**src/rtl/reg_arb_pkg.sv**
```systemverilog
// reg_arb_pkg: shared types and constants for the register-bus arbiter.
// Bus widths come from the global macros REG_ADDR_SZ / REG_DATA_SZ.
`ifndef REG_ADDR_SZ
`define REG_ADDR_SZ 8
`endif
`ifndef REG_DATA_SZ
`define REG_DATA_SZ 16
`endif

package reg_arb_pkg;

    // Arbiter sequencing: accept, one bus access, one response pulse
    typedef enum logic [1:0] {
        IDLE   = 2'd0,
        ACCESS = 2'd1,
        RESP   = 2'd2
    } arb_state_t;

    // Response data returned for writes
    localparam logic [`REG_DATA_SZ-1:0] RSP_ZERO = '0;

endpackage

```
**src/rtl/rr_picker.sv**
```systemverilog
// rr_picker: combinational circular first-one search.
// Scans the request vector starting at index 'start' and wrapping at
// NUM_REQ; returns the one-hot grant and the binary index of the winner.
module rr_picker #(
    parameter int NUM_REQ = 2,
    parameter int IDX_W   = 1
) (
    input  logic [NUM_REQ-1:0] req,
    input  logic [IDX_W-1:0]   start,
    output logic [NUM_REQ-1:0] grant,
    output logic [IDX_W-1:0]   grant_idx
);

    // Search from start, first active request after wrap-around wins
    always_comb begin
        int  cand;
        logic found;
        grant     = '0;
        grant_idx = '0;
        found     = 1'b0;
        cand      = 0;
        for (int i = 0; i < NUM_REQ; i++) begin
            cand = int'(start) + i;
            if (cand >= NUM_REQ) begin
                cand = cand - NUM_REQ;
            end
            if (!found && req[cand]) begin
                found       = 1'b1;
                grant[cand] = 1'b1;
                grant_idx   = IDX_W'(cand);
            end
        end
    end

endmodule

```
**src/rtl/reg_bus_arbiter.sv**
```systemverilog
// reg_bus_arbiter: shares one register bus between NUM_REQ masters.
// Each accepted request produces exactly one bus strobe one cycle after
// acceptance and a one-cycle response pulse the cycle after that.
// Optional feature: define REG_ARB_RR_EN for round-robin arbitration;
// without it the lowest-index requester always wins.
`ifndef REG_ADDR_SZ
`define REG_ADDR_SZ 8
`endif
`ifndef REG_DATA_SZ
`define REG_DATA_SZ 16
`endif

module reg_bus_arbiter
    import reg_arb_pkg::*;
#(
    parameter int NUM_REQ = 2
) (
    input  logic                                     clk,
    input  logic                                     rst_n,
    input  logic [NUM_REQ-1:0]                       req_valid,
    input  logic [NUM_REQ-1:0]                       req_wr,
    input  logic [NUM_REQ-1:0][`REG_ADDR_SZ-1:0]     req_addr,
    input  logic [NUM_REQ-1:0][`REG_DATA_SZ-1:0]     req_wr_data,
    output logic [NUM_REQ-1:0]                       req_ready,
    output logic [NUM_REQ-1:0]                       rsp_valid,
    output logic [`REG_DATA_SZ-1:0]                  rsp_rd_data,
    output logic                                     reg_rd_en,
    output logic                                     reg_wr_en,
    output logic [`REG_ADDR_SZ-1:0]                  reg_addr,
    output logic [`REG_DATA_SZ-1:0]                  reg_wr_data,
    input  logic [`REG_DATA_SZ-1:0]                  reg_rd_data
);

    localparam int IDX_W = (NUM_REQ > 1) ? $clog2(NUM_REQ) : 1;

    arb_state_t         state;
    logic [IDX_W-1:0]   win_idx;
    logic [IDX_W-1:0]   start_idx;
    logic [IDX_W-1:0]   grant_idx;
    logic [NUM_REQ-1:0] grant;
    logic               any_req;

    assign any_req = |req_valid;

`ifdef REG_ARB_RR_EN
    logic [IDX_W-1:0] last_grant;

    // Search begins just past the most recent winner
    assign start_idx = (last_grant == IDX_W'(NUM_REQ - 1)) ? '0
                                                           : last_grant + IDX_W'(1);
`else
    assign start_idx = '0;
`endif

    rr_picker #(
        .NUM_REQ (NUM_REQ),
        .IDX_W   (IDX_W)
    ) u_picker (
        .req       (req_valid),
        .start     (start_idx),
        .grant     (grant),
        .grant_idx (grant_idx)
    );

    // Accept is combinational and only possible while idle
    assign req_ready = (state == IDLE) ? grant : '0;

    // Sequencer: accept -> one bus strobe -> one response pulse
    always_ff @(posedge clk or negedge rst_n) begin
        if (!rst_n) begin
            state       <= IDLE;
            win_idx     <= '0;
            rsp_valid   <= '0;
            rsp_rd_data <= '0;
            reg_rd_en   <= 1'b0;
            reg_wr_en   <= 1'b0;
            reg_addr    <= '0;
            reg_wr_data <= '0;
`ifdef REG_ARB_RR_EN
            last_grant  <= IDX_W'(NUM_REQ - 1);
`endif
        end else begin
            case (state)
                IDLE: begin
                    if (any_req) begin
                        win_idx     <= grant_idx;
                        reg_addr    <= req_addr[grant_idx];
                        reg_wr_data <= req_wr_data[grant_idx];
                        reg_wr_en   <= req_wr[grant_idx];
                        reg_rd_en   <= ~req_wr[grant_idx];
`ifdef REG_ARB_RR_EN
                        last_grant  <= grant_idx;
`endif
                        state       <= ACCESS;
                    end
                end
                ACCESS: begin
                    reg_rd_en   <= 1'b0;
                    reg_wr_en   <= 1'b0;
                    rsp_rd_data <= reg_rd_en ? reg_rd_data : RSP_ZERO;
                    for (int i = 0; i < NUM_REQ; i++) begin
                        rsp_valid[i] <= (win_idx == IDX_W'(i));
                    end
                    state       <= RESP;
                end
                RESP: begin
                    rsp_valid <= '0;
                    state     <= IDLE;
                end
                default: begin
                    state <= IDLE;
                end
            endcase
        end
    end

endmodule

```
**config.mk**
```make
export PLATFORM = sky130hd
export DESIGN_NAME = reg_bus_arbiter
export DESIGN_NICKNAME = d
export VERILOG_FILES = /design/src/rtl/reg_arb_pkg.sv /design/src/rtl/rr_picker.sv /design/src/rtl/reg_bus_arbiter.sv
export SDC_FILE = /design/constraint.sdc
export NUM_CORES = 1
export LEC_CHECK = 0
export ABC_AREA = 1
export CAP_MARGIN = 20
export CELL_PAD_IN_SITES_DETAIL_PLACEMENT = 1
export CELL_PAD_IN_SITES_GLOBAL_PLACEMENT = 1
export CORE_ASPECT_RATIO = 1.25
export CORE_MARGIN = 4
export CORE_UTILIZATION = 42
export CTS_CLUSTER_DIAMETER = 100
export DETAILED_ROUTE_END_ITERATION = 6
export DONT_BUFFER_PORTS = 1
export MAX_ROUTING_LAYER = met4
export PLACE_DENSITY = 0.85
export SYNTH_ARGS = -nofsm -noshare
export SYNTH_HDL_FRONTEND = slang
export SYNTH_SLANG_ARGS = --single-unit
```
**constraint.sdc**
```tcl
create_clock -name clk -period 1.9 [get_ports clk]
set_input_delay 0.095 -clock clk [delete_from_list [all_inputs] [get_ports clk]]
set_output_delay 0.095 -clock clk [all_outputs]
set_load 0.03 [all_outputs]
```
Yosys cells after proc, flatten, opt, wreduce, memory -nomap -nowiden
Index checks and enable logic that the tools add are counted.
{"block": "classes", "addsub": 0, "multipliers": 0, "div_mod_pow": 0, "order_cmp": 1, "n_eq_ne": 3, "shift": 0, "mux": 19, "bitwise_logic": 2, "reduce_logical": 8}
{"op": "16-bit two-way mux", "count": 3}
{"op": "8-bit two-way mux", "count": 2}
{"op": "2-bit one-hot mux with 2 select lines", "count": 2}
{"op": "1-bit two-way mux", "count": 7}
{"op": "2-bit two-way mux", "count": 3}
{"op": "1-bit one-hot mux with 2 select lines", "count": 2}
{"op": "2-bit AND reduction", "count": 2}
{"op": "2-bit nonzero test", "count": 2}
{"op": "2-bit by 1-bit equality test with 1-bit output, second input constant", "count": 1}
{"op": "2-bit equality test, second input constant", "count": 1}
{"op": "2-bit logical NOT", "count": 1}
{"op": "1-bit by 2-bit < comparator with 1-bit output, second input constant", "count": 1}
{"op": "2-bit inequality test, second input constant", "count": 1}
{"op": "1-bit NOT", "count": 2}
{"op": "2-bit OR reduction", "count": 1}
{"op": "1-bit logical AND", "count": 1}
{"op": "1-bit logical NOT", "count": 1}
{"block": "word_totals", "ff_bits": 47, "latchBits": 0, "ramBits": 0, "romBits": 0, "in_bits": 70, "memories": 0}

Logic depth before layout (Yosys ltp)
{"block": "depth", "depth_word": 9, "mapped_depth": 8, "mapped_depth_nobuf": 7}

Hierarchy
A second synthesis with hierarchy kept.
{"block": "hier_totals", "cells_unflattened": 302, "area_unflattened_um2": 2336.0}
{"module": "reg_bus_arbiter", "n_inst": 1, "cells_each": 297, "area_each_um2": 2307.2, "seq_area_each_um2": 1176.1}
{"module": "rr_picker", "n_inst": 1, "cells_each": 5, "area_each_um2": 28.8, "seq_area_each_um2": 0.0}

Worst setup path after synthesis
OpenSTA, ideal clock, no wires.
{"block": "synth_timing", "path_type": "flip-flop to flip-flop", "start": "register state[0]", "end": "register reg_addr[0]", "arrival_ns": 1.260, "required_ns": 1.776, "path_slack_ns": 0.516, "path_stages_with_launch": 9, "path_buffers": 1, "period_less_slack_ns": 1.384, "path_cell_list": "dfrtp_1 -> inv_1 -> ha_1 -> inv_1 -> nor2_8 -> inv_2 -> buf_6 -> nand2_1 -> nand2_1"}
{"block": "synth_between", "elab_chain_len": 2}
{"element": "start: declaration", "line_no": "reg_bus_arbiter.sv:36", "rtl": "arb_state_t state;"}
{"element": "start signal: assignment", "line_no": "reg_bus_arbiter.sv:71", "rtl": "state <= IDLE;"}
{"element": "start signal: assignment", "line_no": "reg_bus_arbiter.sv:94", "rtl": "state <= ACCESS;"}
{"element": "start signal: assignment", "line_no": "reg_bus_arbiter.sv:104", "rtl": "state <= RESP;"}
{"element": "2-bit logical NOT", "line_no": "reg_bus_arbiter.sv:83", "rtl": "case (state)"}
{"element": "2-bit AND reduction (no line)"}
{"element": "end signal: assignment", "line_no": "reg_bus_arbiter.sv:87", "rtl": "reg_addr <= req_addr[grant_idx];"}
{"element": "end: declaration", "line_no": "reg_bus_arbiter.sv:29", "rtl": "output logic [`REG_ADDR_SZ-1:0] reg_addr,"}
No other way between the ends.
A chain may end at the register's enable or synchronous reset.

Final worst setup path
{"block": "layout_timing", "start": "register state[1]", "end": "register reg_wr_data[13]"}
{"block": "layout_between", "elab_chain_len": 2}
{"element": "2-bit logical NOT", "line_no": "reg_bus_arbiter.sv:83"}
{"element": "2-bit AND reduction (no line)"}
{"element": "end signal: assignment", "line_no": "reg_bus_arbiter.sv:88", "rtl": "reg_wr_data <= req_wr_data[grant_idx];"}
{"element": "end: declaration", "line_no": "reg_bus_arbiter.sv:30", "rtl": "output logic [`REG_DATA_SZ-1:0] reg_wr_data,"}
No other way between the ends.

==> flow_metrics.tcl <==
set metrics [dict create \
    routedWlPerCell_um 16.8 \
    finalMaxSlewViolations 0 \
    final_nets 386 \
    cts_max_path_buffers 2 \
    cp_slowest_cell "dfrtp_1" \
    rows 29 \
    yosysWarnings 0 \
    fin_crit_sh 0.873 \
    overflow 0 \
    finalWeightedCongestion 0.763 \
    totalWireLength_um 6280 \
    cts_tree "yes" \
    syn_to_final_growth_pct 23.2 \
    required_ns 2.14 \
    drive_above_1_share 0.0513 \
    maxCapViolCount 0 \
    design_power_total_mw 4.43 \
    port_buffers 0 \
    vdd_drop_max_uv 826 \
    final_cells 374 \
    antenna_cells 0 \
    syn_inst 273 \
    cp-end-kind "register" \
    design_area_um2 2790 \
    synthesis.area_um2 2270 \
    layout_setup_ws_ns 0.242 \
    boundaryPins 116 \
    grt_pass1_vias 2046 \
    synth_fp_nets 348 \
    cts_buffers 5 \
    insertion_delay_ns 0.29 \
    start_kind "register" \
    synth.distinct_cells 18 \
    synth-seq-cells 47 \
    power_density_nw_per_um2 1590 \
    fin_crit_ns 1.66 \
    yosysSeqAreaShare 0.519 \
    cp_cell_sequence "inv_1 > ha_1 > inv_1 > nor2_8 > buf_4 > o211ai_1 > nand2_1" \
    leakage_nw 1.52 \
    dieArea_um2 6640 \
    antenna_found_initial 0 \
    via_per_inst 5.15 \
    max_freq_mhz 603 \
    die_width_um 73.7 \
    setup_viol 0 \
    pre_cts_slack_ns 0.263 \
    final_hold_viol_count 0 \
    placedInstanceArea_um2 2270 \
    clkSlewWorstSetupHoldPaths_ns 0.09 \
    die_h_um 90.1 \
    grt_use_total 0.204 \
    cp_common_cell "inv_1" \
    ant_nets 0 \
    slew_headroom 0.439 \
    cp.buffers_inverters 3 \
    clock-skew-final_ns 0.00457 \
    place_hpwl_um 4160 \
    hp-class "in -> reg" \
    htreeDepth 2 \
    vias 1927 \
    outcome "complete, no violations" \
    grt_max_degree 51 \
    grt_pass1_wl_um 10400 \
    dp_cells 324 \
    cts_sinks 47 \
    fp.coreArea_um2 5150 \
    finalSetupTns_ns 0 \
    drc_errors 0 \
    avgSynthCellArea_um2 8.30 \
    worst-endpoint-arrival_ns 1.89 \
    worstMarginPinSlew_ns 0.839 \
    rsz0062_at_grt "no" \
    start_util 0.440 \
    path_class "reg -> reg" \
    dr.pass1.iters 4 \
    critPathTopFamily "buffers and inverters" \
    cpPeakStageDelay_ns 0.39 \
    worstPathMaxFanout 16 \
    drtIter0Drc 61 \
    clock-root-buffer "clkbuf_8" \
]
==> timing repair <==
action / 4_1_cts / 5_1_grt
buffers inserted: 0 / 0
resized for setup: 0 / 0
hold buffers: 42 / 0
endpoints found under the setup margin: 0 / 0
endpoints found under the hold margin: 87 / 0
==> flip-flops by register name (all words and copies together), names as in the netlist <==
name and flops:
reg_wr_en 1, rsp_valid 2, reg_wr_data 16, reg_addr 8, win_idx 1, rsp_rd_data 16, reg_rd_en 1, state 2
==> power by group <==
part | internal (mW) | switching, mW
sequential | 1.41 | 1.12
clock | 0.256 | 0.338
combinational | 0.482 | 0.826
==> worst register-to-register path, stage by stage (launching register included) <==
cell and delay, ns:
dfrtp_1 0.39, inv_1 0.14, ha_1 0.24, inv_1 0.13
nor2_8 0.21, buf_4 0.25, o211ai_1 0.14, nand2_1 0.10
==> cell usage in the layout, fill, tap and decap left out <==
| cell | n |
|---|---|
| o22ai_1 | 2 |
| clkbuf_8 | 5 |
| clkinv_1 | 1 |
| ha_1 | 5 |
| nand2_2 | 1 |
| buf_4 | 3 |
| o21ai_0 | 3 |
| clkinvlp_4 | 2 |
| o211ai_1 | 24 |
| inv_1 | 36 |
| inv_2 | 1 |
| nor2_4 | 1 |
| clkinv_2 | 1 |
| nand2_1 | 117 |
| dlygate4sd3_1 | 41 |
| dfrtp_1 | 47 |
| nand3_1 | 19 |
| nor2_8 | 1 |
| o21ai_1 | 1 |
| buf_16 | 1 |
==> synthesized netlist by cell type <==
cell type / instances / share of area
nand2_1: 117 / 0.19
dfrtp_1: 47 / 0.52
inv_1: 36 / 0.060
o211ai_1: 24 / 0.080
nand3_1: 19 / 0.042
buf_2: 5 / 0.011
ha_1: 5 / 0.028
buf_6: 4 / 0.020
buf_4: 3 / 0.0099
o21ai_0: 3 / 0.0066
clkbuf_1: 2 / 0.0033
o22ai_1: 2 / 0.0055
clkinv_1: 1 / 0.0017
inv_2: 1 / 0.0017
nand2_2: 1 / 0.0028
nor2_4: 1 / 0.0050
nor2_8: 1 / 0.0088
o21ai_1: 1 / 0.0022
==> layout make-up <==
cell class / instances / area [um2]
fillers: 600 / 2360
clock inverters: 3 / 20.0
repair buffers: 45 / 460
clock buffers: 5 / 68.8
inverters: 38 / 143
flip-flops and latches: 47 / 1180
multi-input cells: 174 / 847
well taps: 62 / 77.6
==> through the flow <==
step,util,hold slack (ns)
floorplan,-,-0.201
global placement,0.440,-0.199
detailed placement,0.440,-0.199
CTS,0.542,0.0262
global route,0.542,0.0407
finish,0.542,0.0314
==> logic make-up after synthesis <==
group           count (synthesis)  share of synthesized area
simple gates                  139                      0.252
buf+inv                        52                      0.107
flops                          47                      0.519
fa+ha+maj                       5                     0.0276
compound gates                 30                     0.0939
==> per-layer routing <==
layer / wire [um] / vias to the layer above / GRT usage
met3: 601 / 7 / 0.0658
met1: 2510 / 900 / 0.246
li1: - / 930 / -
met4: 69 / 0 / 0.0408
met5: 0 / - / -
met2: 3100 / 90 / 0.331
==> final timing paths <==
check	to	slack, ns	start	cells past startpoint
hold / removal	reg_addr[3]$_DFFE_PN0P_	0.03	req_addr[3]	4
setup reg to reg	reg_wr_data[13]$_DFFE_PN0P_	0.24	state[1]$_DFFE_PN0P_	7
min in group asynchronous	reg_wr_data[15]$_DFFE_PN0P_	0.35	rst_n	2
setup / recovery	reg_wr_data[13]$_DFFE_PN0P_	0.24	state[1]$_DFFE_PN0P_	7
hold reg to reg	rsp_valid[0]$_DFFE_PN0P_	0.48	win_idx$_DFFE_PN0P_	1
max in group asynchronous	reg_wr_data[3]$_DFFE_PN0P_	1.33	rst_n	2
(Power assumes the default switching activity.)
